### src/rtl/mycpu_bus_pkg.sv
// mycpu_bus_pkg
// Shared definitions for the CPU-to-SRAM-like bus bridge:
//   - chan_state_e : per-channel handshake state (IDLE/ADDR/DATA/DONE)
//   - SIZE_*       : bus transfer size codes (log2 of bytes)
//   - KSEG*        : MIPS kseg0/kseg1 segment constants used by address translation
//   - strb_to_size : converts a byte-strobe pattern into a bus size code
package mycpu_bus_pkg;

   typedef enum logic [1:0] {
      IDLE = 2'd0,
      ADDR = 2'd1,
      DATA = 2'd2,
      DONE = 2'd3
   } chan_state_e;

   localparam logic [1:0] SIZE_B = 2'd0;
   localparam logic [1:0] SIZE_H = 2'd1;
   localparam logic [1:0] SIZE_W = 2'd2;
   localparam logic [1:0] SIZE_D = 2'd3;

   localparam logic [31:0] KSEG0_BASE = 32'h8000_0000;
   localparam logic [31:0] KSEG1_BASE = 32'hA000_0000;
   localparam logic [31:0] KSEG_MASK  = 32'h1FFF_FFFF;

   // Strobes narrower than 8 bits are zero-extended by the caller. Only
   // naturally aligned contiguous runs of 1, 2, 4 or 8 bytes map to a smaller
   // size; reads (all-zero) and irregular patterns fall back to the full width.
   function automatic logic [1:0] strb_to_size(input logic [7:0] wen,
                                               input logic [1:0] fullSize);
      logic [1:0] size;
      logic [8:0] mask;
      size = fullSize;
      for (int s = 0; s < 4; s++) begin
         mask = (9'd1 << (1 << s)) - 9'd1;
         for (int k = 0; k < 8; k += (1 << s)) begin
            if (wen == (mask[7:0] << k)) size = s[1:0];
         end
      end
      return size;
   endfunction

endpackage

### src/rtl/sram_like_channel.sv
// sram_like_channel
// One SRAM-like bus channel with at most one outstanding transaction.
// Converts a core-side enable/strobe/address request into a req/addr_ok/data_ok
// handshake, stalls the core until the response arrives, and keeps the returned
// data in a hold register while the pipeline is frozen.
// Ports:
//   clk_i, rst_ni            clock, asynchronous active-low reset
//   stall_all_i              core pipeline frozen
//   en_i, wen_i, addr_i,     core request (addr_i already physical)
//   wdata_i, uncached_i
//   rdata_o, stall_o         core response data and stall
//   req_o, wr_o, size_o,     bus request fields (registered)
//   addr_o, wdata_o
//   addr_ok_i, data_ok_i,    bus handshake and response data
//   rdata_i
//   uncached_o               uncached attribute of the captured request
module sram_like_channel
   import mycpu_bus_pkg::*;
#(
   parameter int ADDR_W = 32,
   parameter int DATA_W = 32,
   parameter int STRB_W = DATA_W / 8
) (
   input  logic              clk_i,
   input  logic              rst_ni,
   input  logic              stall_all_i,
   input  logic              en_i,
   input  logic [STRB_W-1:0] wen_i,
   input  logic [ADDR_W-1:0] addr_i,
   input  logic [DATA_W-1:0] wdata_i,
   input  logic              uncached_i,
   output logic [DATA_W-1:0] rdata_o,
   output logic              stall_o,
   output logic              req_o,
   output logic              wr_o,
   output logic [1:0]        size_o,
   output logic [ADDR_W-1:0] addr_o,
   output logic [DATA_W-1:0] wdata_o,
   input  logic              addr_ok_i,
   input  logic              data_ok_i,
   input  logic [DATA_W-1:0] rdata_i,
   output logic              uncached_o
);

   localparam logic [1:0] FULL_SIZE = 2'($clog2(STRB_W));

   chan_state_e       state_q;
   logic              req_q;
   logic              wr_q;
   logic [1:0]        size_q;
   logic [ADDR_W-1:0] addr_q;
   logic [DATA_W-1:0] wdata_q;
   logic [DATA_W-1:0] hold_q;
   logic              uncached_q;
   logic              complete;

   // A transaction finishes either when the slave accepts and answers in the
   // same cycle, or when the answer arrives while waiting in DATA. Responses
   // seen in IDLE or DONE never count, which also drops stale replies after reset.
   always_comb begin
      complete = ((state_q == ADDR) && addr_ok_i && data_ok_i) ||
                 ((state_q == DATA) && data_ok_i);
      stall_o  = en_i && !(complete || (state_q == DONE));
      rdata_o  = complete ? rdata_i : hold_q;
   end

   // Handshake FSM with its capture and hold registers. Request fields are
   // frozen on leaving IDLE so the bus sees stable values until addr_ok.
   always_ff @(posedge clk_i or negedge rst_ni) begin
      if (!rst_ni) begin
         state_q    <= IDLE;
         req_q      <= 1'b0;
         wr_q       <= 1'b0;
         size_q     <= SIZE_B;
         addr_q     <= '0;
         wdata_q    <= '0;
         hold_q     <= '0;
         uncached_q <= 1'b0;
      end else begin
         case (state_q)
            IDLE: begin
               if (en_i) begin
                  state_q    <= ADDR;
                  req_q      <= 1'b1;
                  wr_q       <= |wen_i;
                  size_q     <= strb_to_size(8'(wen_i), FULL_SIZE);
                  addr_q     <= addr_i;
                  wdata_q    <= wdata_i;
                  uncached_q <= uncached_i;
               end
            end
            ADDR: begin
               if (addr_ok_i) begin
                  req_q <= 1'b0;
                  if (data_ok_i) begin
                     hold_q  <= rdata_i;
                     state_q <= stall_all_i ? DONE : IDLE;
                  end else begin
                     state_q <= DATA;
                  end
               end
            end
            DATA: begin
               if (data_ok_i) begin
                  hold_q  <= rdata_i;
                  state_q <= stall_all_i ? DONE : IDLE;
               end
            end
            DONE: begin
               if (!stall_all_i) state_q <= IDLE;
            end
            default: begin
               state_q <= IDLE;
               req_q   <= 1'b0;
            end
         endcase
      end
   end

   assign req_o      = req_q;
   assign wr_o       = wr_q;
   assign size_o     = size_q;
   assign addr_o     = addr_q;
   assign wdata_o    = wdata_q;
   assign uncached_o = uncached_q;

endmodule

### src/rtl/cpu_sram_like_bridge.sv
// cpu_sram_like_bridge
// Bridges the MIPS core's SRAM-style instruction and data ports onto two
// independent SRAM-like handshake channels (req/addr_ok/data_ok).
// Optional macro MMU_KSEG_EN (ADDR_W=32 only): kseg0/kseg1 virtual addresses
// are mapped to physical by clearing bits [31:29], and data_uncached flags
// kseg1. Without the macro addresses pass through and data_uncached is 0.
// Ports:
//   clk, resetn                       clock, asynchronous active-low reset
//   cpu_stall_all                     core pipeline frozen
//   cpu_inst_* / cpu_data_*           core-side request, response and stall
//   inst_* / data_*                   SRAM-like bus channels
//   data_uncached                     captured data address is uncached
module cpu_sram_like_bridge
   import mycpu_bus_pkg::*;
#(
   parameter int ADDR_W = 32,
   parameter int DATA_W = 32,
   parameter int STRB_W = DATA_W / 8
) (
   input  logic              clk,
   input  logic              resetn,
   input  logic              cpu_stall_all,
   input  logic              cpu_inst_en,
   input  logic [ADDR_W-1:0] cpu_inst_addr,
   output logic [DATA_W-1:0] cpu_inst_rdata,
   output logic              cpu_inst_stall,
   input  logic              cpu_data_en,
   input  logic [STRB_W-1:0] cpu_data_wen,
   input  logic [ADDR_W-1:0] cpu_data_addr,
   input  logic [DATA_W-1:0] cpu_data_wdata,
   output logic [DATA_W-1:0] cpu_data_rdata,
   output logic              cpu_data_stall,
   output logic              inst_req,
   output logic              inst_wr,
   output logic [1:0]        inst_size,
   output logic [ADDR_W-1:0] inst_addr,
   output logic [DATA_W-1:0] inst_wdata,
   input  logic              inst_addr_ok,
   input  logic              inst_data_ok,
   input  logic [DATA_W-1:0] inst_rdata,
   output logic              data_req,
   output logic              data_wr,
   output logic [1:0]        data_size,
   output logic [ADDR_W-1:0] data_addr,
   output logic [DATA_W-1:0] data_wdata,
   input  logic              data_addr_ok,
   input  logic              data_data_ok,
   input  logic [DATA_W-1:0] data_rdata,
   output logic              data_uncached
);

   logic [ADDR_W-1:0] instPaddr;
   logic [ADDR_W-1:0] dataPaddr;
   logic              dataUncachedSeg;
   logic              unusedInstUncached;

`ifdef MMU_KSEG_EN
   // kseg0 and kseg1 (0x8000_0000-0xBFFF_FFFF) both alias the low 512 MB of
   // physical space; kseg1 is the uncached window.
   always_comb begin
      instPaddr = cpu_inst_addr;
      dataPaddr = cpu_data_addr;
      if (cpu_inst_addr[31:30] == KSEG0_BASE[31:30]) instPaddr = cpu_inst_addr & KSEG_MASK;
      if (cpu_data_addr[31:30] == KSEG0_BASE[31:30]) dataPaddr = cpu_data_addr & KSEG_MASK;
      dataUncachedSeg = (cpu_data_addr[31:29] == KSEG1_BASE[31:29]);
   end
`else
   // No translation: virtual and physical addresses are identical.
   always_comb begin
      instPaddr       = cpu_inst_addr;
      dataPaddr       = cpu_data_addr;
      dataUncachedSeg = 1'b0;
   end
`endif

   // Instruction channel never writes, so its strobes and store data are tied off.
   sram_like_channel #(
      .ADDR_W (ADDR_W),
      .DATA_W (DATA_W),
      .STRB_W (STRB_W)
   ) u_inst_chan (
      .clk_i       (clk),
      .rst_ni      (resetn),
      .stall_all_i (cpu_stall_all),
      .en_i        (cpu_inst_en),
      .wen_i       ('0),
      .addr_i      (instPaddr),
      .wdata_i     ('0),
      .uncached_i  (1'b0),
      .rdata_o     (cpu_inst_rdata),
      .stall_o     (cpu_inst_stall),
      .req_o       (inst_req),
      .wr_o        (inst_wr),
      .size_o      (inst_size),
      .addr_o      (inst_addr),
      .wdata_o     (inst_wdata),
      .addr_ok_i   (inst_addr_ok),
      .data_ok_i   (inst_data_ok),
      .rdata_i     (inst_rdata),
      .uncached_o  (unusedInstUncached)
   );

   // Data channel carries loads and stores.
   sram_like_channel #(
      .ADDR_W (ADDR_W),
      .DATA_W (DATA_W),
      .STRB_W (STRB_W)
   ) u_data_chan (
      .clk_i       (clk),
      .rst_ni      (resetn),
      .stall_all_i (cpu_stall_all),
      .en_i        (cpu_data_en),
      .wen_i       (cpu_data_wen),
      .addr_i      (dataPaddr),
      .wdata_i     (cpu_data_wdata),
      .uncached_i  (dataUncachedSeg),
      .rdata_o     (cpu_data_rdata),
      .stall_o     (cpu_data_stall),
      .req_o       (data_req),
      .wr_o        (data_wr),
      .size_o      (data_size),
      .addr_o      (data_addr),
      .wdata_o     (data_wdata),
      .addr_ok_i   (data_addr_ok),
      .data_ok_i   (data_data_ok),
      .rdata_i     (data_rdata),
      .uncached_o  (data_uncached)
   );

endmodule
### config.mk
export PLATFORM = sky130hd
export DESIGN_NAME = cpu_sram_like_bridge
export DESIGN_NICKNAME = d
export VERILOG_FILES = /design/src/rtl/mycpu_bus_pkg.sv /design/src/rtl/sram_like_channel.sv /design/src/rtl/cpu_sram_like_bridge.sv
export SDC_FILE = /design/constraint.sdc
export NUM_CORES = 1
export LEC_CHECK = 0
export BUFFER_PORTS_ARGS = -buffer_cell sky130_fd_sc_hd__buf_4
export CORE_MARGIN = 3
export CORE_UTILIZATION = 45
export CTS_BUF_LIST = sky130_fd_sc_hd__clkbuf_8
export CTS_CLUSTER_DIAMETER = 100
export CTS_CLUSTER_SIZE = 20
export DETAILED_ROUTE_END_ITERATION = 12
export GPL_TIMING_DRIVEN = 0
export HOLD_SLACK_MARGIN = 0.02
export PLACE_DENSITY = 0.81
export SYNTH_ARGS = -nofsm -noshare
export SYNTH_HDL_FRONTEND = slang
export SYNTH_HIERARCHICAL = 1
export SYNTH_SLANG_ARGS = --single-unit
export TNS_END_PERCENT = 50
### constraint.sdc
create_clock -name clk -period 4.1 [get_ports clk]
set_clock_uncertainty 0.2 [all_clocks]
set_input_delay 0.205 -clock clk [delete_from_list [all_inputs] [get_ports clk]]
set_output_delay 0.205 -clock clk [all_outputs]
set_load 0.03 [all_outputs]
Word level (Yosys, flattened, before mapping)
Index checks and enable logic that the tools add are counted.
Widths: inputs -> output; s select.
- register bits: 170
- latch bits: 0
- memory bits (writable): 0
- ROM bits: 0
- input bits: 173
- output and inout bits: 203
- memories: 0
- add/subtract/negate cells: 0
- $mul: 0
- div/mod/pow operators: 0
- magnitude comparators: 0
- eq/ne operators: 21
- shifts and indexed selects: 0
- mux-type cells: 33
- bitwise gates (word level): 0
- reductions and logical operators: 29
- operators by type and width (operator ; count):
    $mux 32 ; 6
    $pmux 32 s2 ; 2
    $mux 2 ; 17
    $ne 2x2->1 const B ; 8
    $pmux 2 s4 ; 2
    $eq 4x4->1 const B ; 3
    $eq 2x2->1 const B ; 4
    $eq 4x2->1 const B ; 2
    $logic_and 1x1->1 ; 8
    $reduce_and 2->1 ; 4
    $reduce_and 4->1 ; 2
    $reduce_bool 2->1 ; 4
    $reduce_and 3->1 ; 2
    $eq 2x1->1 const B ; 2
    $eq 4x1->1 const B ; 1
    $eq 4x3->1 const B ; 1
    $logic_not 2->1 ; 2
    $logic_or 1x1->1 ; 4
    $mux 1 ; 4
    $pmux 1 s2 ; 2
    $reduce_or 4->1 ; 1
    $logic_not 1->1 ; 2

Longest topological paths before layout
Gate-level depths: netlist (run 1).
- depth after elaboration: 8
- depth in mapped cells: 6
- mapped depth without buffers: 3

Modules after synthesis
Netlist (run 1), hierarchy kept.
- modules (own cells, without submodules) (module ; instances ; cells each ; area an instance (um^2) ; seq. area each (um^2)):
    sram_like_channel ; 2 ; 425 ; 5163.7 ; 2577.5
    cpu_sram_like_bridge ; 1 ; 1 ; 3.8 ; 0.0

Least setup slack after synthesis (run 1)
No wires, ideal clock.
- path type: reg2out
- from: reg u_data_chan.state_q[1]
- to: out cpu_data_rdata[12]
- arrival time: 1.721 ns
- required time: 3.695 ns
- slack: 1.974 ns
- stages on the path, launching flop included: 6
- path through: dfrtp_1 -> and2b_1 -> buf_6 -> buf_6 -> mux2i_1 -> a211oi_1
- word-level cells in the longest chain between the ends: 5
- elaborated cells on any way between the ends: 7
- ends and longest elaborated chain (element ; line ; text):
    start, declared ; sram_like_channel.sv:47 ; chan_state_e state_q;
    start signal, assigned ; sram_like_channel.sv:97 ; state_q <= stall_all_i ? DONE : IDLE;
    start signal, assigned ; sram_like_channel.sv:106 ; state_q <= stall_all_i ? DONE : IDLE;
    $eq 2x1->1 ; sram_like_channel.sv:61 ; complete = ((state_q == ADDR) && addr_ok_i && data_ok_i) ||
    $logic_and 1x1->1 (2 in series) ; sram_like_channel.sv:61 ;
    $logic_or 1x1->1 (*) ; sram_like_channel.sv:61 ;
    $mux 32 (*) ; sram_like_channel.sv:64 ; rdata_o = complete ? rdata_i : hold_q;
    end, declared ; cpu_sram_like_bridge.sv:31 ; output logic [DATA_W-1:0] cpu_data_rdata,
Mark *: on every way between the ends. The rest lies on a longest branch, timed or not.

Worst setup path in the final report (run 1)
- from: reg u_data_chan.state_q[0]
- to: out cpu_data_rdata[4]
The elaborated chain is that of the path after synthesis.

==> results.sh, run 1 <==
export IMPL_ant_nets=0
export IMPL_final_nets=1630
export IMPL_synthToLayoutAreaGrowth_pct=51.3
export IMPL_fin_tns_setup_ns=0
export IMPL_rows=54
export IMPL_drcViolationCount=0
export IMPL_max_freq_mhz=382
export IMPL_avgViaCountPerCell=5.44
export IMPL_arrival_ns=2.21
export IMPL_gp_congestion=0.825
export IMPL_syn_area_um2=10300
export IMPL_min_period_over_period=0.638
export IMPL_cp_start_kind="flip-flop"
export IMPL_numCtsBuffers=14
export IMPL_drive_gt1_frac=0.407
export IMPL_required_ns=3.69
export IMPL_wl_per_cell_um=20.1
export IMPL_core_area_um2=22200
export IMPL_crit_slowest_cell="dfrtp_1"
export IMPL_power_density_nw_per_um2=849
export IMPL_status="completed"
export IMPL_antenna_found_initial=2
export IMPL_clockRootBuffer="clkbuf_8"
export IMPL_p_sw_mw=6.43
export IMPL_clock_path_buffers=3
export IMPL_rsz0062_at_grt="no"
export IMPL_multi_input_area_um2=4740
export IMPL_max_stage_delay_ns=0.35
export IMPL_crit_family="buffers and inverters"
export IMPL_ios=376
export IMPL_dp_hpwl_mm=23.1
export IMPL_grtUsageTotal=0.269
export IMPL_worstMarginPinSlew_ns=0.761
export IMPL_post_synth_cell_area_avg_um2=12.1
export IMPL_ir_worst_vdd_v=0.000609
export IMPL_grt_max_degree=118
export IMPL_dieArea_um2=24700
export IMPL_vias=9457
export IMPL_sequentialPowerShare=0.282
export IMPL_yosysWarningCount=6
export IMPL_fin_crit_ns=2.61
export IMPL_routed_wl_mm=34.9
export IMPL_drv_cap=0
export IMPL_setup_viol=0
export IMPL_p_leak_nw=7.03
export IMPL_hold_viol=0
export IMPL_comb_power_share=0.644
export IMPL_p_clk_frac=0.074
export IMPL_crit_chain="buf_2 -> nand2b_2 -> buf_2 -> o22ai_1 -> a211oi_1 -> buf_4"
export IMPL_h_tree_depth=1
export IMPL_synth_cells=849
export IMPL_firstDrtPassIters=4
export IMPL_overflow=0
export IMPL_dieWidth_um=157
export IMPL_fill_cells=1501
export IMPL_start_util=0.465
export IMPL_cp_buffers_inverters=3
export IMPL_p_int_mw=6.80
export IMPL_cts_tree="done"
export IMPL_regArea_um2=5130
export IMPL_critPathKind="reg2out"
export IMPL_cts_sinks=205
export IMPL_worst_setup_path_end_kind="output pin"
export IMPL_grt_pass1_vias=9977
export IMPL_cp_max_fo=10
export IMPL_slew_headroom=0.493
export IMPL_finalWorstSetupSlack_ns=1.49
export IMPL_post_place_ws_ns=2.10
export IMPL_switching_share=0.486
export IMPL_cts_clk_slew_worst_paths_ns=0.13
export IMPL_insertion_delay_ns=0.53
export IMPL_grt_pass1_wl_mm=53.5
export IMPL_drtIter0Drc=520
export IMPL_io_buffers=375
export IMPL_crit_top_cell="buf_2"
export IMPL_hold_class="in2reg"
export IMPL_slew_viol_final=0
export IMPL_die_height_um=157
-- stage by stage --
| step | hold WS, ns | power, mW | utilization | instances | area (um^2) |
|---|---|---|---|---|---|
| detailed placement | 0.0885 | 11.9 | 0.617 | 1553 | 13700 |
| global placement | 0.238 | 11.7 | 0.616 | 1552 | 13600 |
| global route | 0.0259 | 13.9 | 0.703 | 1739 | 15600 |
| floorplan | -0.291 | 8.97 | - | 897 | 10500 |
| CTS | 0.0239 | 13.1 | 0.703 | 1737 | 15600 |
| finish | 0.0536 | 13.2 | 0.703 | 1739 | 15600 |
-- worst paths after layout --
path,to,from,slack [ns],cells after the start
min,u_data_chan/hold_q[15],data_rdata[15],0.05,4
max in group asynchronous,u_data_chan/wdata_o[19],resetn,2.58,3
max,cpu_data_rdata[4],u_data_chan/state_q[0],1.49,6
min in group asynchronous,u_inst_chan/hold_q[18],resetn,0.07,2
max reg2reg,u_inst_chan/addr_o[13],u_inst_chan/state_q[1],2.16,5
min reg2reg,u_inst_chan/addr_o[20],u_inst_chan/addr_o[20],0.32,1
-- worst register-to-register path, cell delays in order, from the launching register on --
cell	delay, ns
dfrtp_1	0.40
buf_4	0.17
nor3b_2	0.22
buf_4	0.26
buf_8	0.18
mux2_2	0.36
-- flip-flops by register name, summed over array words and instances (netlist names) --
signal and flops:
u_inst_chan/req_o 1, u_inst_chan/wr_o 1, u_data_chan/size_o 2, u_inst_chan/hold_q 32, u_data_chan/state_q 2, u_data_chan/uncached_o 1
u_inst_chan/size_o 2, u_inst_chan/state_q 2, u_inst_chan/wdata_o 32, u_data_chan/hold_q 32, u_data_chan/addr_o 32, u_inst_chan/addr_o 32
u_data_chan/req_o 1, u_data_chan/wr_o 1, u_data_chan/wdata_o 32
-- power groups by stage --
| stage | combinational (mW) | clock [mW] | sequential, mW |
|---|---|---|---|
| final | 8.51 | 0.983 | 3.73 |
| after global routing | 8.92 | 1.09 | 3.85 |
| after CTS | 8.40 | 1.02 | 3.67 |
| after detailed placement | 8.23 | 0 | 3.72 |
| after floorplan | 3.96 | 0 | 5.00 |
| after global placement | 8.08 | 0 | 3.64 |
-- placed cells by master (no fill, tap or decap), types with 10 or more instances in the layout --
master / instances
o22ai_2: 14
buf_4: 382
a21oi_1: 10
mux2i_1: 64
or2b_1: 24
dfrtp_1: 205
a211oi_1: 130
nand2b_1: 40
mux2_2: 129
dlygate4sd3_1: 168
o22ai_1: 52
nor2_1: 72
buf_8: 15
buf_6: 16
clkbuf_1: 14
conb_1: 49
buf_2: 16
clkbuf_8: 14
-- cell type report --
cell class,count,area share
Multi-Input combinational cell,618,0.304
Clock inverter,2,0.00161
Antenna cell,2,0.000321
Sequential cell,205,0.329
Inverter,4,0.000964
Tap cell,280,0.0225
Clock buffer,14,0.0124
Buffer,70,0.0379
Timing Repair Buffer,544,0.291
-- routing by layer --
metal / share of wire / track usage
met5: 0 / 0
met4: 0.071 / 0.171
met3: 0.060 / 0.0443
met2: 0.50 / 0.464
met1: 0.37 / 0.312
-- timing repair --
| item | CTS | global route |
|---|---|---|
| hold endpoints to repair | 249 | 0 |
| gates resized for setup | 0 | 0 |
| hold buffers | 168 | 0 |
| setup buffers | 0 | 0 |
No activity file was read; power rests on OpenSTA's default activity.
==> run 2, diff against run 1 <==
PLACE_DENSITY = 0.84   (was 0.81)
clock period = 2.2 ns   (was 4.1 ns; I/O delays follow)
==> run 2 against run 1 <==
Net effect: the run now ends with setup timing left; clock-buffer cell count is 2 higher; die area stayed put; global-route usage is 4.0 points higher; sequential share of layout area is 3.1 points lower; sequential cell count stayed put; sequential power is 100% higher; routed wire length is 20% higher; non-clock buffer count is 21 higher; cell count is 1.3% higher; critical path type unchanged.
==> results.sh, run 2 (synthesis gave the netlist of run 1 again) <==
export IMPL_status="complete, but fails checks"
export IMPL_violations="setup timing"
export IMPL_max_stage_delay_ns=0.42
export IMPL_p_leak_nw=7.42
export IMPL_routed_wl_mm=41.7
export IMPL_p_sw_mw=13.8
export IMPL_crit_chain="and2b_1 -> buf_6 -> buf_8 -> mux2i_2 -> a211oi_2 -> buf_4"
export IMPL_sequentialPowerShare=0.266
export IMPL_min_period_over_period=1.14
export IMPL_max_freq_mhz=398
export IMPL_r2r_end="u_inst_chan/hold_q[0]"
export IMPL_crit_family="buffers and inverters"
export IMPL_multi_input_area_um2=5950
export IMPL_crit_slowest_cell="dfrtp_1"
export IMPL_fin_tns_setup_ns=-12.80
export IMPL_dp_hpwl_mm=23.3
export IMPL_r2r_start="u_inst_chan/state_q[0]"
export IMPL_mostFrequentLayoutCell="buf_4"
export IMPL_cp_max_fo=10
export IMPL_io_buffers=375
export IMPL_dieArea_um2=24700
export IMPL_cp_buffers_inverters=3
export IMPL_insertion_delay_ns=0.53
export IMPL_die_height_um=157
export IMPL_numCtsBuffers=14
export IMPL_setup_viol=65
export IMPL_cts_clk_slew_worst_paths_ns=0.14
export IMPL_grtUsageTotal=0.309
export IMPL_drv_cap=0
export IMPL_overflow=0
export IMPL_hold_class="in2reg"
export IMPL_p_int_mw=14.3
export IMPL_cts_sinks=205
export IMPL_drtIter0Drc=658
export IMPL_grt_max_degree=126
export IMPL_worst_setup_path_end_kind="output pin"
export IMPL_rsz0062_at_grt="yes"
export IMPL_p_clk_frac=0.070
export IMPL_hold_viol=0
export IMPL_required_ns=1.89
export IMPL_grt_pass1_vias=10700
export IMPL_crit_path_start="u_data_chan/state_q[1]"
export IMPL_critPathKind="reg2out"
export IMPL_endpoint="cpu_data_rdata[27]"
export IMPL_gp_congestion=0.819
export IMPL_firstDrtPassIters=5
export IMPL_ios=376
export IMPL_antenna_found_initial=2
export IMPL_drive_gt1_frac=0.506
export IMPL_finalWorstSetupSlack_ns=-0.314
export IMPL_whs_ns=0.0712
export IMPL_start_util=0.465
export IMPL_wl_per_cell_um=23.7
export IMPL_regArea_um2=5130
export IMPL_fill_cells=1179
export IMPL_ir_worst_vdd_v=0.00132
export IMPL_ff2ff_path_depth=6
export IMPL_final_nets=1651
export IMPL_utilization=0.776
export IMPL_core_area_um2=22200
export IMPL_fin_crit_ns=2.51
export IMPL_drcViolationCount=0
export IMPL_avgViaCountPerCell=5.85
export IMPL_clock_path_buffers=3
export IMPL_worstMarginPinSlew_ns=0.795
export IMPL_rows=54
export IMPL_ant_nets=0
export IMPL_slew_headroom=0.470
export IMPL_slew_viol_final=0
export IMPL_synthToLayoutAreaGrowth_pct=67.0
export IMPL_dieWidth_um=157
export IMPL_cp_start_kind="flip-flop"
export IMPL_power_density_nw_per_um2=1640
export IMPL_layout_common_cells="385 x buf_4, 203 x dfrtp_1, 179 x dlygate4sd3_1"
export IMPL_arrival_ns=2.20
export IMPL_r2r_slack_ns=-0.03
export IMPL_vias=10300
export IMPL_cts_tree="done"
export IMPL_clockRootBuffer="clkbuf_8"
export IMPL_critical_path_cell_count=6
export IMPL_switching_share=0.491
export IMPL_h_tree_depth=1
export IMPL_comb_power_share=0.665
export IMPL_grt_pass1_wl_mm=60.4
[run 2: changes by cell type in the layout (fill, tap and decap cells not counted), moves of 10 or more]
cell / before / now
o22ai_2: 14 / 35
dlygate4sd3_1: 168 / 179
buf_12: 0 / 10
mux2i_1: 64 / 19
o22ai_4: 0 / 28
a211oi_1: 130 / 82
mux2i_4: 0 / 30
mux2i_2: 0 / 15
o22ai_1: 52 / 3
a211oi_2: 0 / 46
[run 2: worst reg2reg max path: cells and delay by family, from the launching register on]
family / cells / cell delay (ns)
flip-flops: 1 / 0.51
AO/OA/AOI/OAI: 2 / 0.23
AND/OR/NAND/NOR: 1 / 0.27
buffers and inverters: 3 / 0.88
[run 2: power groups by stage]
stage	Clock [mW]	Sequential, mW	Combinational (mW)
floorplan	0	9.32	7.39
global placement	0	6.76	15.0
detailed placement	0	6.93	15.4
CTS	1.99	7.09	17.1
global route	2.13	7.67	19.4
finish	1.96	7.48	18.7
[run 2: worst min path at each step]
| stage | slack, ns | start | end | cells past startpoint |
|---|---|---|---|---|
| global placement | 0.14 | cpu_data_wdata[1] | u_data_chan/wdata_o[1] | 2 |
| detailed placement | -0.04 | resetn | u_inst_chan/hold_q[14] | 1 |
| CTS | 0.02 | inst_data_ok | u_inst_chan/hold_q[23] | 5 |
| finish | 0.07 | data_addr_ok | u_data_chan/req_o | 5 |
| global route | 0.08 | inst_data_ok | u_inst_chan/hold_q[30] | 5 |
| floorplan | -0.39 | resetn | u_data_chan/addr_o[0] | 0 |
[run 2: per-layer routing]
| layer | up-vias | GRT usage | share of wire |
|---|---|---|---|
| li1 | 4391 | - | - |
| met1 | 5069 | 0.343 | 0.34 |
| met2 | 651 | 0.550 | 0.51 |
| met3 | 203 | 0.0580 | 0.069 |
| met4 | 2 | 0.185 | 0.076 |
| met5 | - | 0 | 0.00029 |
[run 2: timing repair]
item / 4_1_cts / 5_1_grt
endpoints found under the hold margin: 301 / 0
pin swaps: 24 / 22
hold buffers: 181 / 0
setup endpoints to repair: 66 / 66
setup buffers: 4 / 7
gates cloned: 0 / 1
gates resized for setup: 154 / 94
[run 2: final cells by class]
type / instances / area share
diodes: 2 / 0.000291
plain buffers: 66 / 0.0417
clock buffers: 16 / 0.0128
clock inverters: 2 / 0.00116
inverters: 4 / 0.000873
multi-input cells: 618 / 0.346
flip-flops and latches: 205 / 0.298
well taps: 280 / 0.0204
repair buffers: 569 / 0.278
[run 2: stage by stage]
step / instances / power (mW) / area (um^2) / setup WS, ns
6_report: 1762 / 28.2 / 17200 / -0.314
5_1_grt: 1761 / 29.2 / 17200 / -0.391
4_1_cts: 1752 / 26.1 / 16600 / -0.203
3_5_place_dp: 1553 / 22.3 / 13700 / 0.193
3_3_place_gp: 1552 / 21.8 / 13600 / -0.659
2_1_floorplan: 897 / 16.7 / 10500 / 0.169
